**src/rtl/ws2812_string_receiver.sv**
```systemverilog
// ws2812_string_receiver
//   Decodes a WS2812B-style serial line back into 24-bit pixels. Bits are
//   classified by the width of their low phase. A long low pulse marks a frame
//   boundary. Used for loopback self-test and to capture DOUT of the last LED.
//
//   Optional build macro WS2812_RX_GLITCH_FILTER_EN adds a 3-sample majority
//   filter after the synchroniser. The filter rejects isolated 1-cycle pulses
//   and adds 2 clk to every edge-relative latency.
//
// state  | meaning
// -------+-----------------------------------------------------------------
// HUNT   | after rst_n; ignore edges until the first reset pulse is seen
// BLANK  | line low past the reset width; waiting for the first rising edge
// HIGH   | high phase of a bit (any width); waiting for the falling edge
// LOW    | low phase of a bit; the next rising edge classifies the bit
module ws2812_string_receiver #(
   parameter int CLK_PERIOD_NS = 100,
   parameter int THRESH_NS     = 650,
   parameter int MIN_LOW_NS    = 200,
   parameter int RESET_NS      = 40000,
   parameter int CNT_W         = 16
) (
   input  logic        clk,
   input  logic        rst_n,
   input  logic        sdo_in,
   output logic [23:0] pixel_data,
   output logic        pixel_data_valid,
   output logic        frame_done,
   output logic [15:0] frame_pixels,
   output logic        bit_error,
   input  logic        err_clear,
   output logic        in_sync
);

   localparam int THRESH_CYC  = (THRESH_NS  + CLK_PERIOD_NS - 1) / CLK_PERIOD_NS;
   localparam int MIN_LOW_CYC = (MIN_LOW_NS + CLK_PERIOD_NS - 1) / CLK_PERIOD_NS;
   localparam int RESET_CYC   = (RESET_NS   + CLK_PERIOD_NS - 1) / CLK_PERIOD_NS;

   localparam logic [CNT_W-1:0] THRESH_C  = CNT_W'(THRESH_CYC);
   localparam logic [CNT_W-1:0] MIN_LOW_C = CNT_W'(MIN_LOW_CYC);
   localparam logic [CNT_W-1:0] RESET_C   = CNT_W'(RESET_CYC);
   localparam logic [CNT_W-1:0] CNT_MAX   = '1;

   typedef enum logic [1:0] {
      ST_HUNT,
      ST_BLANK,
      ST_HIGH,
      ST_LOW
   } state_t;

   state_t state, state_nxt;

   logic sync_q1, sync_q2;
   logic sdo_s, sdo_d;
   logic rise, fall;

   logic [CNT_W-1:0] low_cnt;
   logic             reset_hit;

   logic [4:0]  bit_cnt;
   logic [15:0] pix_cnt;
   logic [23:0] shreg;
   logic        pix_pend;

   logic start_frame, shift_en, pixel_end, glitch;
   logic frame_ok, frame_err, sync_set;
   logic bit_val;

   // two-flop synchroniser for the asynchronous serial line
   always_ff @(posedge clk or negedge rst_n) begin
      if (!rst_n) begin
         sync_q1 <= 1'b0;
         sync_q2 <= 1'b0;
      end else begin
         sync_q1 <= sdo_in;
         sync_q2 <= sync_q1;
      end
   end

`ifdef WS2812_RX_GLITCH_FILTER_EN
   logic maj_d1, maj_d2, sdo_f;

   // majority of the last three synchronised samples; a lone 1-cycle pulse never wins
   always_ff @(posedge clk or negedge rst_n) begin
      if (!rst_n) begin
         maj_d1 <= 1'b0;
         maj_d2 <= 1'b0;
         sdo_f  <= 1'b0;
      end else begin
         maj_d1 <= sync_q2;
         maj_d2 <= maj_d1;
         sdo_f  <= (sync_q2 & maj_d1) | (sync_q2 & maj_d2) | (maj_d1 & maj_d2);
      end
   end

   assign sdo_s = sdo_f;
`else
   assign sdo_s = sync_q2;
`endif

   assign rise      = sdo_s & ~sdo_d;
   assign fall      = ~sdo_s & sdo_d;
   assign reset_hit = (low_cnt == RESET_C);
   assign bit_val   = (low_cnt < THRESH_C);

   // state register
   always_ff @(posedge clk or negedge rst_n) begin
      if (!rst_n) state <= ST_HUNT;
      else        state <= state_nxt;
   end

   // next-state decode and per-cycle datapath controls
   always_comb begin
      state_nxt   = state;
      start_frame = 1'b0;
      shift_en    = 1'b0;
      pixel_end   = 1'b0;
      glitch      = 1'b0;
      frame_ok    = 1'b0;
      frame_err   = 1'b0;
      sync_set    = 1'b0;
      case (state)
         ST_HUNT: begin
            if (reset_hit) begin
               sync_set = 1'b1;
               if (rise) begin
                  state_nxt   = ST_HIGH;
                  start_frame = 1'b1;
               end else begin
                  state_nxt = ST_BLANK;
               end
            end
         end
         ST_BLANK: begin
            if (rise) begin
               state_nxt   = ST_HIGH;
               start_frame = 1'b1;
            end
         end
         ST_HIGH: begin
            if (fall) state_nxt = ST_LOW;
         end
         ST_LOW: begin
            if (reset_hit) begin
               // low counter only equals RESET for one cycle, so this fires once
               if (bit_cnt != 5'd0)      frame_err = 1'b1;
               else if (pix_cnt != 16'd0) frame_ok = 1'b1;
               if (rise) begin
                  state_nxt   = ST_HIGH;
                  start_frame = 1'b1;
               end else begin
                  state_nxt = ST_BLANK;
               end
            end else if (rise) begin
               state_nxt = ST_HIGH;
               if (low_cnt < MIN_LOW_C) begin
                  glitch = 1'b1;
               end else begin
                  shift_en  = 1'b1;
                  pixel_end = (bit_cnt == 5'd23);
               end
            end
         end
         default: state_nxt = ST_HUNT;
      endcase
   end

   // edge register, saturating low-phase counter, bit/pixel assembly and outputs
   always_ff @(posedge clk or negedge rst_n) begin
      if (!rst_n) begin
         sdo_d            <= 1'b0;
         low_cnt          <= '0;
         bit_cnt          <= 5'd0;
         pix_cnt          <= 16'd0;
         shreg            <= 24'd0;
         pix_pend         <= 1'b0;
         pixel_data       <= 24'd0;
         pixel_data_valid <= 1'b0;
         frame_done       <= 1'b0;
         frame_pixels     <= 16'd0;
         bit_error        <= 1'b0;
         in_sync          <= 1'b0;
      end else begin
         sdo_d <= sdo_s;

         // held at zero while high, so the first low cycle counts as 1
         if (sdo_s)                   low_cnt <= '0;
         else if (low_cnt != CNT_MAX) low_cnt <= low_cnt + 1'b1;

         if (start_frame) begin
            bit_cnt <= 5'd0;
            pix_cnt <= 16'd0;
         end else if (glitch) begin
            bit_cnt <= 5'd0;
         end else if (shift_en) begin
            shreg <= {shreg[22:0], bit_val};
            if (pixel_end) begin
               bit_cnt <= 5'd0;
               if (pix_cnt != 16'hFFFF) pix_cnt <= pix_cnt + 16'd1;
            end else begin
               bit_cnt <= bit_cnt + 5'd1;
            end
         end

         pix_pend         <= pixel_end;
         pixel_data_valid <= pix_pend;
         if (pix_pend) pixel_data <= shreg;

         frame_done <= frame_ok;
         if (frame_ok) frame_pixels <= pix_cnt;

         bit_error <= glitch | frame_err | (bit_error & ~err_clear);
         in_sync   <= in_sync | sync_set;
      end
   end

endmodule
```
**config.mk**
```make
export PLATFORM = sky130hd
export DESIGN_NAME = ws2812_string_receiver
export DESIGN_NICKNAME = d
export VERILOG_FILES = /design/src/rtl/ws2812_string_receiver.sv
export SDC_FILE = /design/constraint.sdc
export NUM_CORES = 1
export LEC_CHECK = 0
export ABC_CLOCK_PERIOD_IN_PS = 2300
export CAP_MARGIN = 0
export CORE_UTILIZATION = 52
export DETAILED_ROUTE_END_ITERATION = 10
export PLACE_DENSITY = 0.84
export SLEW_MARGIN = 10
export SYNTH_ARGS = -nofsm -noshare
export SYNTH_HDL_FRONTEND = slang
export SYNTH_SLANG_ARGS = --single-unit
```
**constraint.sdc**
```tcl
create_clock -name clk -period 2.3 [get_ports clk]
set_input_delay 0.69 -clock clk [delete_from_list [all_inputs] [get_ports clk]]
set_output_delay 0.69 -clock clk [all_outputs]
set_load 0.1 [all_outputs]
```
==> impl_summary.log, run 1 <==
INFO  metric final-setup-viol-count = 0
INFO  metric clock-sinks = 111
INFO  metric post-route-drc-count = 0
INFO  metric start_util = 54.7%
INFO  metric die_wd = 101 um
INFO  metric syn_area = 5120 um^2
INFO  metric synth-edff-count = 0
INFO  metric synth-seq-area-share = 54.2%
INFO  metric post-route-worst-setup-slack = 0.106 ns
INFO  metric gr-total-overflow = 0
INFO  metric number_of_cts_inserted_buffers = 9
INFO  metric cts-root-buf = sky130_fd_sc_hd__clkbuf_8
INFO  metric clk_latency = 0.38 ns
INFO  metric report.power.total = 3.25 mW
INFO  metric worst_ep_required_time = 2.57 ns
INFO  metric max_slew_margin = 60.1%
INFO  metric power_report.internal_total = 2.43 mW
INFO  metric fmax = 456 MHz
INFO  metric design.core.area = 9370 um^2
INFO  metric startpoint_type = register
INFO  metric worstHoldPathType = input pin to asynchronous set/reset pin
INFO  metric die_height = 101 um
INFO  metric detailed_route_iter0_violations = 152
INFO  metric finalClockSkew = 0.0141 ns
INFO  metric die_area = 10300 um^2
INFO  metric synth_largest_type_area_fraction = 54.2%
INFO  metric detailed_place_hpwl = 7600 um
INFO  metric finalMaxSlewViolations = 0
INFO  metric critPathMaxFanout = 9
INFO  metric post_drt_via_cell_ratio = 5.68
INFO  metric worst-slew-pin-transition = 0.583 ns
INFO  metric postSynthAreaPerCell = 10.3 um^2
INFO  metric layout-drive-gt1-share = 23.3%
INFO  metric cts_buffer_depth = 2
INFO  metric final_core_util = 64.4%
INFO  metric vias_in_the_first_global_route = 3847
INFO  metric period_needed = 2.19 ns
INFO  metric holdBufCountCts = 0
INFO  metric cts_tree = built
INFO  metric via_count = 3979
INFO  metric power.share.switching = 25.1%
INFO  metric power.clock.fraction = 36.5%
INFO  metric cts-htree-levels = 3
INFO  metric drtPass1Iterations = 5
INFO  metric ys_seq_elements = 111
INFO  metric synth.area.top_cells = sky130_fd_sc_hd__dfrtp_1, sky130_fd_sc_hd__nand2_1, sky130_fd_sc_hd__mux2_2
INFO  metric clock_slew_at_the_register_clock_pins_of_the_worst_setup_and_hold_paths = 0.12 ns
INFO  metric synthDominantAreaCellType = sky130_fd_sc_hd__dfrtp_1
INFO  metric top_level_ports = 48
INFO  metric switching_power_summed_over_all_nets = 814 uW
INFO  metric rows = 35
INFO  metric yosysWarningCount = 0
INFO  metric mappedNetlistNets = 513
INFO  metric drt_wl_cell = 15.2 um
INFO  metric cp.arrival = 2.46 ns
INFO  metric maximum_vdd_drop = 0.303 mV
INFO  metric combPwrFrac = 3.0%
INFO  metric nature_of_the_critical_path_endpoint = register
INFO  metric final_hold_viol_count = 0
INFO  metric finalHoldWorstSlack = 0.214 ns
INFO  metric synth_flop_cell = sky130_fd_sc_hd__dfrtp_1
INFO  metric final_nets = 582
INFO  metric seqPwrFrac = 60.5%
INFO  metric placement.setup.worst_slack = 0.00247 ns
INFO  metric grt.total_usage = 22.5%
INFO  metric drt_wl_total = 10700 um
INFO  metric routabilityCongestion = 0.959
INFO  metric critPathKind = register to register
INFO  metric status = complete, no violations
INFO  metric antenna_cells_inserted = 0
INFO  metric antenna_found_initial = 0
INFO  metric cap_viol_max_count = 0
INFO  metric fillers = 753
INFO  metric finalCritPeriodShare = 95.4%
INFO  metric grt_pass1_wl = 18100 um
INFO  metric route.antenna.remaining_nets = 0
INFO  metric async_set_or_reset_flop_fraction_in_the_synthesized_netlist = 100%
INFO  metric gate_count_after_technology_mapping = 498
INFO  metric io_buffers = 47
INFO  metric power_dens_cells = 538 nW/um^2
INFO  metric power.static_leakage = 3.02 nW
INFO  metric ys_types = 59
INFO  metric area.growth.synth_to_final = 17.7%
INFO  metric largest_net_degree_at_the_start_of_global_routing = 48
-- path summary, 6_finish.rpt --
path / from / to / slack, ns / depth (start not counted)
max in group asynchronous: rst_n / shreg[3] / 1.51 / 2
worst max-delay path: low_cnt[3] / bit_cnt[2] / 0.11 / 6
worst min register to register: sync_q1 / sdo_s / 0.37 / 0
min in group clk: sync_q1 / sdo_s / 0.37 / 0
worst max register to register: low_cnt[3] / bit_cnt[2] / 0.11 / 6
worst min-delay path: rst_n / frame_pixels[0] / 0.21 / 1
-- power by group through the flow --
stage               Sequential, mW  Combinational, mW  Clock (mW)
finish                        1.96             0.0985        1.19
global route                  1.96              0.114        1.28
CTS                           1.96             0.0994        1.22
detailed placement            2.00             0.0989           0
global placement              2.00             0.0953           0
floorplan                     2.00             0.0292           0
-- cells in the final DEF, fill, tap and decap left out, types with 3 or more instances in the layout --
| cell | synthesis | final |
|---|---|---|
| sky130_fd_sc_hd__nor4_1 | 4 | 4 |
| sky130_fd_sc_hd__or4_4 | 1 | 3 |
| sky130_fd_sc_hd__or2_2 | 3 | 3 |
| sky130_fd_sc_hd__buf_4 | 2 | 74 |
| sky130_fd_sc_hd__mux2_2 | 26 | 26 |
| sky130_fd_sc_hd__nor3_1 | 7 | 7 |
| sky130_fd_sc_hd__or4_1 | 12 | 10 |
| sky130_fd_sc_hd__ha_1 | 11 | 11 |
| sky130_fd_sc_hd__or3_1 | 7 | 7 |
| sky130_fd_sc_hd__nor3b_1 | 3 | 3 |
| sky130_fd_sc_hd__a211o_1 | 3 | 3 |
| sky130_fd_sc_hd__nand3_1 | 14 | 14 |
| sky130_fd_sc_hd__inv_1 | 14 | 14 |
| sky130_fd_sc_hd__and4_1 | 7 | 7 |
| sky130_fd_sc_hd__xor2_1 | 8 | 8 |
| sky130_fd_sc_hd__a21oi_1 | 25 | 24 |
| sky130_fd_sc_hd__dfrtp_1 | 111 | 111 |
| sky130_fd_sc_hd__o31ai_1 | 7 | 7 |
| sky130_fd_sc_hd__o21ai_0 | 15 | 15 |
| sky130_fd_sc_hd__and2_1 | 3 | 3 |
| sky130_fd_sc_hd__o211ai_1 | 3 | 3 |
| sky130_fd_sc_hd__clkbuf_8 | 0 | 9 |
| sky130_fd_sc_hd__inv_6 | 0 | 3 |
| sky130_fd_sc_hd__nand4_1 | 9 | 9 |
| sky130_fd_sc_hd__and3_1 | 5 | 5 |
| sky130_fd_sc_hd__buf_12 | 0 | 3 |
| sky130_fd_sc_hd__nor2_1 | 14 | 14 |
| sky130_fd_sc_hd__nor2b_1 | 3 | 3 |
| sky130_fd_sc_hd__nand2_1 | 124 | 124 |
| sky130_fd_sc_hd__inv_8 | 0 | 3 |
-- routing by layer --
layer | vias up | GRT usage, % | wire (um) | part of all wire, %
li1 | 1903 | - | - | -
met1 | 1947 | 31.2 | 4970 | 47
met2 | 112 | 35.9 | 5030 | 47
met3 | 17 | 4.35 | 510 | 4.8
met4 | 0 | 7.02 | 157 | 1.5
met5 | - | 0 | 0 | 0
-- state kept, by name (all words and copies together) (netlist names) --
register,flops
sdo_s,1
bit_cnt,5
state,2
pix_pend,1
low_cnt,16
in_sync,1
pixel_data,24
shreg,24
bit_error,1
sdo_d,1
pix_cnt,16
sync_q1,1
frame_done,1
frame_pixels,16
pixel_data_valid,1
-- critical path: stages, from the launching register on --
cell and delay, ns:
sky130_fd_sc_hd__dfrtp_1 0.40, sky130_fd_sc_hd__or4_4 0.58, sky130_fd_sc_hd__nor4_4 0.32, sky130_fd_sc_hd__buf_4 0.18
sky130_fd_sc_hd__a21o_4 0.18, sky130_fd_sc_hd__nor2_2 0.08, sky130_fd_sc_hd__a221o_1 0.34
-- cell families after synthesis --
kind of cell / Yosys count / share of synthesized area [%]
multiplexers: 27 / 5.91
buffers and inverters: 35 / 3.10
adder cells (fa/ha/maj): 11 / 2.69
AO/OA/AOI/OAI: 77 / 10.2
AND/OR/NAND/NOR: 228 / 22.4
XOR/XNOR: 9 / 1.54
flip-flops: 111 / 54.2
-- synthesized netlist by cell type (2+ instances only) --
library cell                 n
sky130_fd_sc_hd__nand3_1    14
sky130_fd_sc_hd__nor2_1     14
sky130_fd_sc_hd__a311oi_1    2
sky130_fd_sc_hd__and2_1      3
sky130_fd_sc_hd__ha_1       11
sky130_fd_sc_hd__o31ai_1     7
sky130_fd_sc_hd__nor3b_1     3
sky130_fd_sc_hd__dfrtp_1   111
sky130_fd_sc_hd__nor4_1      4
sky130_fd_sc_hd__nand4_1     9
sky130_fd_sc_hd__mux2_2     26
sky130_fd_sc_hd__nor2b_1     3
sky130_fd_sc_hd__a2111o_1    2
sky130_fd_sc_hd__xor2_1      8
sky130_fd_sc_hd__buf_2       4
sky130_fd_sc_hd__nor4b_1     2
sky130_fd_sc_hd__buf_4       2
sky130_fd_sc_hd__a211o_1     3
sky130_fd_sc_hd__nand4b_1    2
sky130_fd_sc_hd__nor4_4      2
sky130_fd_sc_hd__o211ai_1    3
sky130_fd_sc_hd__o22ai_1     2
sky130_fd_sc_hd__or2_2       3
sky130_fd_sc_hd__nor3_1      7
sky130_fd_sc_hd__and4_1      7
sky130_fd_sc_hd__nand3b_1    2
sky130_fd_sc_hd__and3_1      5
sky130_fd_sc_hd__o21ai_0    15
sky130_fd_sc_hd__a21o_1      2
sky130_fd_sc_hd__buf_6       2
sky130_fd_sc_hd__or4_1      12
sky130_fd_sc_hd__a21oi_1    25
sky130_fd_sc_hd__or3_1       7
sky130_fd_sc_hd__clkbuf_1   13
sky130_fd_sc_hd__inv_1      14
sky130_fd_sc_hd__nand2_1   124
-- final cells by class --
cell class	instances	area, um^2	share of cell area (%)
inverters	14	52.6	0.871
flip-flops and latches	111	2780	46.0
well taps	129	161	2.67
multi-input cells	352	2210	36.6
repair buffers	79	636	10.5
clock buffers	9	124	2.05
clock inverters	7	76.3	1.26
-- timing repair --
item | in CTS | in global routing
setup endpoints to repair | 1 | 34
gates resized for setup | 1 | 3
buffers inserted | 0 | 3
pin swaps | 0 | 2
-- metrics by stage --
stage / cells / area, um^2 / setup TNS [ns]
final: 701 / 6030 / 0
after global routing: 701 / 6030 / -0.00210
after CTS: 698 / 6000 / 0
after detailed placement: 682 / 5790 / 0
after global placement: 682 / 5790 / 0
after floorplan: 498 / 5120 / 0
No activity file was read; power rests on OpenSTA's default activity.
==> run 2: changes to the inputs <==
--- a/config.mk
+++ b/config.mk
@@ -5,11 +5,12 @@
 export SDC_FILE = /design/constraint.sdc
 export NUM_CORES = 1
 export LEC_CHECK = 0
-export ABC_CLOCK_PERIOD_IN_PS = 2300
+export ABC_CLOCK_PERIOD_IN_PS = 2800
 export CAP_MARGIN = 0
-export CORE_UTILIZATION = 52
+export CORE_UTILIZATION = 62
 export DETAILED_ROUTE_END_ITERATION = 10
-export PLACE_DENSITY = 0.84
+export MAX_ROUTING_LAYER = met4
+export PLACE_DENSITY = 0.93
 export SLEW_MARGIN = 10
 export SYNTH_ARGS = -nofsm -noshare
 export SYNTH_HDL_FRONTEND = slang
==> constraint.sdc (replaced) <==
create_clock -name clk -period 2.8 [get_ports clk]
set_input_delay 0.84 -clock clk [delete_from_list [all_inputs] [get_ports clk]]
set_output_delay 0.84 -clock clk [all_outputs]
set_load 0.1 [all_outputs]
==> run 2 against run 1 <==
Final cell count fell by 7.0%. Maximum frequency fell by 13%. Routed wire length fell by 4.8%. First-iteration DRC count rose by 74%. Non-clock buffer count fell by 22. Flip-flop and latch count did not move. Die area fell by 16%. Critical endpoint unchanged. Largest power group unchanged.
==> impl_summary.log, run 2 (same netlist as run 1, synthesis figures left out) <==
INFO  metric status = complete, no violations
INFO  metric design_area = 5810 um^2
INFO  metric finalMaxSlewViolations = 0
INFO  metric drt_wl_total = 10200 um
INFO  metric final_cell_mix = sky130_fd_sc_hd__nand2_1, sky130_fd_sc_hd__dfrtp_1, sky130_fd_sc_hd__buf_4
INFO  metric detailed_place_hpwl = 7110 um
INFO  metric cp.arrival = 2.78 ns
INFO  metric via_count = 3871
INFO  metric fmax = 398 MHz
INFO  metric vias_in_the_first_global_route = 3722
INFO  metric worst_ep_required_time = 3.07 ns
INFO  metric clock-sinks = 111
INFO  metric holdBufCountCts = 0
INFO  metric maximum_vdd_drop = 0.300 mV
INFO  metric worst-r2r-setup-slack = 0.28 ns
INFO  metric die_wd = 92.9 um
INFO  metric cts_tree = built
INFO  metric number_of_cts_inserted_buffers = 9
INFO  metric die_area = 8630 um^2
INFO  metric largest_registers = pixel_data (24), shreg (24)
INFO  metric routabilityCongestion = 0.907
INFO  metric grt_setup_unrepaired = no
INFO  metric cts_post_setup_buffers_inserted = 0
INFO  metric area.growth.synth_to_final = 13.3%
INFO  metric nature_of_the_critical_path_endpoint = register
INFO  metric power.static_leakage = 2.90 nW
INFO  metric setup_tns = 0 ns
INFO  metric io_buffers = 47
INFO  metric drtPass1Iterations = 4
INFO  metric grt_pass1_wl = 17500 um
INFO  metric largest_net_degree_at_the_start_of_global_routing = 52
INFO  metric detailed_route_iter0_violations = 265
INFO  metric route.antenna.remaining_nets = 0
INFO  metric critPathKind = register to register
INFO  metric cts-root-buf = sky130_fd_sc_hd__clkbuf_8
INFO  metric cts.repair.resized = 0
INFO  metric cap_viol_max_count = 0
INFO  metric critical-path-max-stage-delay = 0.70 ns
INFO  metric gr-total-overflow = 0
INFO  metric antenna_found_initial = 0
INFO  metric final-setup-viol-count = 0
INFO  metric period_needed = 2.52 ns
INFO  metric clock_slew_at_the_register_clock_pins_of_the_worst_setup_and_hold_paths = 0.11 ns
INFO  metric fillers = 526
INFO  metric max_slew_margin = 30.5%
INFO  metric cp_slowest_cell = sky130_fd_sc_hd__or4_1
INFO  metric cts-htree-levels = 3
INFO  metric layout-drive-gt1-share = 19.6%
INFO  metric antenna_cells_inserted = 0
INFO  metric worstHoldPathType = input pin to asynchronous set/reset pin
INFO  metric cts_buffer_depth = 2
INFO  metric rows = 32
INFO  metric worst-slew-pin-transition = 1.04 ns
INFO  metric clk_latency = 0.38 ns
INFO  metric final_hold_viol_count = 0
INFO  metric start_util = 65.3%
INFO  metric critPathMaxFanout = 17
INFO  metric finalClockSkew = 0.0135 ns
INFO  metric drt_wl_cell = 15.6 um
INFO  metric top_level_ports = 48
INFO  metric layout_commonest_cell = sky130_fd_sc_hd__nand2_1
INFO  metric post-route-drc-count = 0
INFO  metric multi_input_area = 2190 um^2
INFO  metric cp_cell_sequence = or4_1, nor4_4, buf_4, a21o_4, nor2_2, a221o_1
INFO  metric reg2regPathDepth = 6
INFO  metric finalCritPeriodShare = 89.8%
INFO  metric register_area = 2780 um^2
INFO  metric placedInstanceArea = 5590 um^2
INFO  metric final_nets = 560
INFO  metric power_dens_cells = 456 nW/um^2
INFO  metric startpoint_type = register
INFO  metric die_height = 92.9 um
INFO  metric grt.total_usage = 26.3%
INFO  metric design.core.area = 7850 um^2
INFO  metric post_drt_via_cell_ratio = 5.94
==> run 2: cell types whose count changed in the layout (fill, tap and decap cells not counted), sizes merged <==
cell / delta
buf: -22
inv: -5
clkinv: +5
==> run 2: metrics by stage <==
stage	cells	total power [mW]	util (%)	setup WS, ns	hold slack [ns]
floorplan	498	1.67	-	0.598	0.331
global placement	636	1.71	71.3	0.376	0.332
detailed placement	636	1.71	71.3	0.311	0.354
CTS	652	2.67	74.0	0.296	0.379
global route	652	2.74	74.0	0.128	0.378
finish	652	2.65	74.0	0.284	0.373
==> run 2: worst paths after layout <==
kind | start | endpoint
hold / removal | rst_n | in_sync
max in group asynchronous | rst_n | pixel_data[2]
setup reg to reg | low_cnt[11] | bit_cnt[2]
setup / recovery | low_cnt[11] | bit_cnt[2]
hold reg to reg | sync_q1 | sdo_s
min in group clk | sync_q1 | sdo_s
==> run 2: worst max-delay path, delay by kind of cell, from the launching register on <==
kind | cells | cell delay, ns
DFF | 1 | 0.46
buffers and inverters | 1 | 0.20
AOI/OAI and AO/OA | 2 | 0.58
and+or+nand+nor | 3 | 1.17
==> run 2: layer usage <==
layer | global-route usage [%] | share of wire, % | wire length [um]
met1 | 36.0 | 45 | 4550
met2 | 41.1 | 49 | 5000
met3 | 3.12 | 4.5 | 457
met4 | 9.10 | 1.5 | 151
met5 | - | 0 | 0
==> run 2: final cells by class <==
cell class | count | share of cell area [%]
Multi-Input combinational cell | 352 | 37.7
Clock buffer | 9 | 2.13
Sequential cell | 111 | 47.8
Inverter | 14 | 0.905
Tap cell | 102 | 2.20
Timing Repair Buffer | 57 | 7.67
Clock inverter | 7 | 1.57
==> run 2: power by group <==
group	internal [mW]	switching, mW	total (mW)	leakage, nW
logic	0.0181	0.0497	0.0677	1.26
registers	1.61	0.00599	1.61	1.54
clock network	0.362	0.606	0.968	0.105
total	1.99	0.662	2.65	2.90
==> RTL change 1: new RTL, settings of run 1 <==
Build with the macro `WS2812_RX_GLITCH_FILTER_EN` defined.
--- a/src/rtl/ws2812_string_receiver.sv
+++ b/src/rtl/ws2812_string_receiver.sv
@@ -15,2 +15,4 @@
 // LOW    | low phase of a bit; the next rising edge classifies the bit
+`define WS2812_RX_GLITCH_FILTER_EN
+
 module ws2812_string_receiver #(
Formal check against the unedited RTL: no difference found for any inputs over 10 cycles, from zero or initial values and one cycle with rst_n low; that may be too few to reach the edited logic, so the function may still have changed.
==> RTL change 1 against run 1 <==
The flow now finishes with violations (negative setup slack). Count of clock-buffer cells in the layout grew 10. Design area up 10%. Critical path depth increased by 2. First-iteration DRC count grew 59%. Hold slack better by 0.0050 ns. Via count is 1.6% lower. Sequential cell count grew 3. Core utilization increased by 3.2 points. Setup slack got worse by 0.13 ns. Power rose by 43%. Die area up 3.2%. Highest routed layer unchanged. Routed wire length grew 14%. Area after synthesis rose by 3.2%.
==> RTL change 1: results <==
export IMPL_reg2regPathDepth=8
export IMPL_cp_arrival_ns=2.72
export IMPL_wl_met3_um=612
export IMPL_nMultiInputCombCells=287
export IMPL_setup_viol=14
export IMPL_p_leak_nw=3.15
export IMPL_vias=3916
export IMPL_gp_congestion=0.905
export IMPL_synth_area_leaders="dfrtp_1, mux2_4, mux2_2, mux2_1, ha_1"
export IMPL_ir_drop_mv=0.469
export IMPL_die_area_mm2=0.0106
export IMPL_avgSynthCellArea_um2=12.2
export IMPL_fill_cells=663
export IMPL_dr_wl_met2_um=6240
export IMPL_setup_worst_path_start="state[0]"
export IMPL_cts_made_buffers=17
export IMPL_cp_slowest_cell="or4b_4"
export IMPL_drive_gt1_share_pct=32.6
export IMPL_cts_clk_slew_worst_paths_ns=0.05
export IMPL_viasPerCell=5.98
export IMPL_grt_max_degree=115
export IMPL_dp_cells=617
export IMPL_clock_latency_ns=0.52
export IMPL_seq_cells=114
export IMPL_path_max_fanout=6
export IMPL_num_clock_buffers=19
export IMPL_yosys_top_cells_count="dfrtp_1, mux2_2, nand2_1, nor2_1"
export IMPL_dpl_hpwl_um=6910
export IMPL_sh_seq_area_pct=43.0
export IMPL_nonClkBufAreaFrac_pct=10.1
export IMPL_drtIter0Drc=241
export IMPL_final_setup_worst_slack_ns=-0.0227
export IMPL_violations="negative setup slack"
export IMPL_outcome="finished with violations"
export IMPL_seq_area_frac_synth_pct=53.9
export IMPL_synthDistinctLibCells=64
export IMPL_syn_nets=448
export IMPL_multi_input_area_share_pct=35.2
export IMPL_fin_setup_tns_ns=-0.179
export IMPL_use_met1_pct=27.0
export IMPL_postRouteWirelength_um=12200
export IMPL_signal_buffers=75
export IMPL_htreeDepth=4
==> RTL change 1: changes by cell type in the layout (fill, tap and decap cells not counted), moves of 9 or more <==
cell       delta
nand2_1     -100
mux2_4       +23
clkbuf_16    +18
mux2_1       +16
nor2_1       +10
buf_4         -9
o21ai_0       -9
==> RTL change 1: cell families (layout without fill, tap and decap cells) <==
| family | Yosys count | in the layout | synth area share (%) |
|---|---|---|---|
| simple gates | 127 | 127 | 13.9 |
| fa+ha+maj | 12 | 12 | 2.79 |
| mux | 64 | 64 | 14.9 |
| compound gates | 73 | 73 | 9.37 |
| xor+xnor | 11 | 11 | 1.82 |
| flops | 114 | 114 | 53.9 |
| buf+inv | 32 | 121 | 3.31 |
==> RTL change 1: where the power goes <==
part	internal, mW	total, mW	switching, mW
Combinational	0.0382	0.119	0.0809
Clock	1.50	2.48	0.974
Sequential	2.02	2.03	0.0112
Total	3.56	4.63	1.07
==> RTL change 2: new RTL, flow settings as in run 1 <==
Made on the original files. The 4 states of `state_t` get a one-hot encoding in 4 bits.
--- a/src/rtl/ws2812_string_receiver.sv
+++ b/src/rtl/ws2812_string_receiver.sv
@@ -43,7 +43,7 @@
 
-   typedef enum logic [1:0] {
-      ST_HUNT,
-      ST_BLANK,
-      ST_HIGH,
-      ST_LOW
+   typedef enum logic [3:0] {
+      ST_HUNT  = 4'b0001,
+      ST_BLANK = 4'b0010,
+      ST_HIGH  = 4'b0100,
+      ST_LOW   = 4'b1000
    } state_t;
Function: no difference found for any inputs over 10 cycles, from zero or initial values and one cycle with rst_n low; not proved beyond that.
==> RTL change 2 against run 1 <==
Sequential cell count grew 2. Non-clock buffer count up 13. Sequential power up 2%. Die area up 1.2%. Critical endpoint is now bit_cnt[3]. Design area rose by 12%. Power up 55%. Largest cell class unchanged. Clock power increased by 150%. Largest power group is now clock. Area after synthesis increased by 1.2%. Setup slack worse by 0.14 ns. The flow now finishes with violations (negative setup slack). Routed wire length is 17% higher. Core utilization rose by 5.1 points.
==> RTL change 2: results <==
export IMPL_outcome="finished with violations"
export IMPL_violations="negative setup slack"
export IMPL_place_area_mm2=0.00599
export IMPL_path_max_fanout=5
export IMPL_final_setup_worst_slack_ns=-0.0320
export IMPL_htreeDepth=4
export IMPL_dp_cells=688
export IMPL_fin_setup_tns_ns=-0.349
export IMPL_slowest_delay_ns=0.55
export IMPL_drtIter0Drc=263
export IMPL_fill_cells=691
export IMPL_synth_compound_area_share_pct=9.24
export IMPL_place_ws_ns=-0.0376
export IMPL_clock_area_share_pct=9.64
export IMPL_synth_mux_area_share_pct=9.41
export IMPL_ir_drop_mv=0.453
export IMPL_signal_buffers=92
export IMPL_reg2reg_to="bit_cnt[3]"
export IMPL_grt_usage_pct=25.3
export IMPL_cts_clk_slew_worst_paths_ns=0.06
export IMPL_wl_per_cell_um=17.3
export IMPL_syn_nets=496
export IMPL_grt_max_degree=42
export IMPL_synth_seq_cells=113
export IMPL_viasPerCell=5.83
export IMPL_num_clock_buffers=20
export IMPL_cp_arrival_ns=2.73
export IMPL_synthDistinctLibCells=58
export IMPL_sh_seq_area_pct=41.8
export IMPL_synth_adder_area_share_pct=1.45
export IMPL_dpl_hpwl_um=7510
export IMPL_synth_xor_area_share_pct=1.69
export IMPL_clock_latency_ns=0.52
export IMPL_fin_skew_ns=0.00781
export IMPL_postRouteWirelength_um=12500
export IMPL_p_leak_nw=3.31
export IMPL_crit_reg2reg_launch="low_cnt[10]"
export IMPL_multiInputGateArea_mm2=0.00229
export IMPL_drive_gt1_share_pct=33.2
export IMPL_inverters=16
export IMPL_grt_pass1_wl_um=19700
export IMPL_cts_made_buffers=17
export IMPL_die_area_mm2=0.0104
export IMPL_yosys_top_cells_count="dfrtp_1, nand2_1, mux2_2"
export IMPL_setup_viol=17
export IMPL_final_nets=586
[RTL change 2: changes by cell type in the layout (fill, tap and decap cells not counted), moves of 7 or more]
cell       delta
xnor2_1       +7
a21oi_1      -15
nor2_1        +8
buf_4        +11
nand2_1      -28
clkbuf_16    +17
mux2_4       +10
a21oi_2      +15
[RTL change 2: per-layer routing]
| layer | track usage [%] | vias up | part of all wire, % |
|---|---|---|---|
| met5 | 0 | - | 0 |
| met4 | 16.4 | 0 | 4.1 |
| met3 | 6.63 | 47 | 4.7 |
| met2 | 41.6 | 166 | 51 |
| met1 | 29.6 | 2051 | 40 |
| li1 | - | 1932 | - |
[RTL change 2: how the worst max path moves through the flow]
| stage | cells after the start | slack (ns) | start | to |
|---|---|---|---|---|
| 4_1_cts | 7 | 0.003 | low_cnt[10] | pix_cnt[0] |
| 6_report | 5 | -0.03 | low_cnt[10] | bit_cnt[3] |
| 2_1_floorplan | 6 | -0.02 | low_cnt[10] | frame_pixels[10] |
| 3_3_place_gp | 5 | 0.06 | low_cnt[10] | bit_cnt[3] |
| 5_1_grt | 5 | -0.1 | pix_cnt[5] | pix_cnt[13] |
| 3_5_place_dp | 5 | -0.04 | low_cnt[10] | bit_cnt[3] |
[RTL change 2: where the power goes]
part	leakage (nW)	internal [mW]	switching, mW	total (mW)
clock	0.317	2.02	0.895	2.92
combinational	1.43	0.0347	0.0720	0.107
sequential	1.57	2.00	0.00406	2.00
[RTL change 2: kinds of logic after synthesis]
group / after synthesis
AOI/OAI and AO/OA: 71
xor gates and xnor gates: 10
adders and majority gates: 6
buffers and inverters: 37
DFF: 113
muxes: 40
and+or+nand+nor: 209
[RTL change 2: what timing repair did]
item                                    CTS  global route
endpoints found under the setup margin   17            56
pin swaps                                 1             1
buffers inserted                          0             1
gates cloned                              0             1
gates resized for setup                   0            22
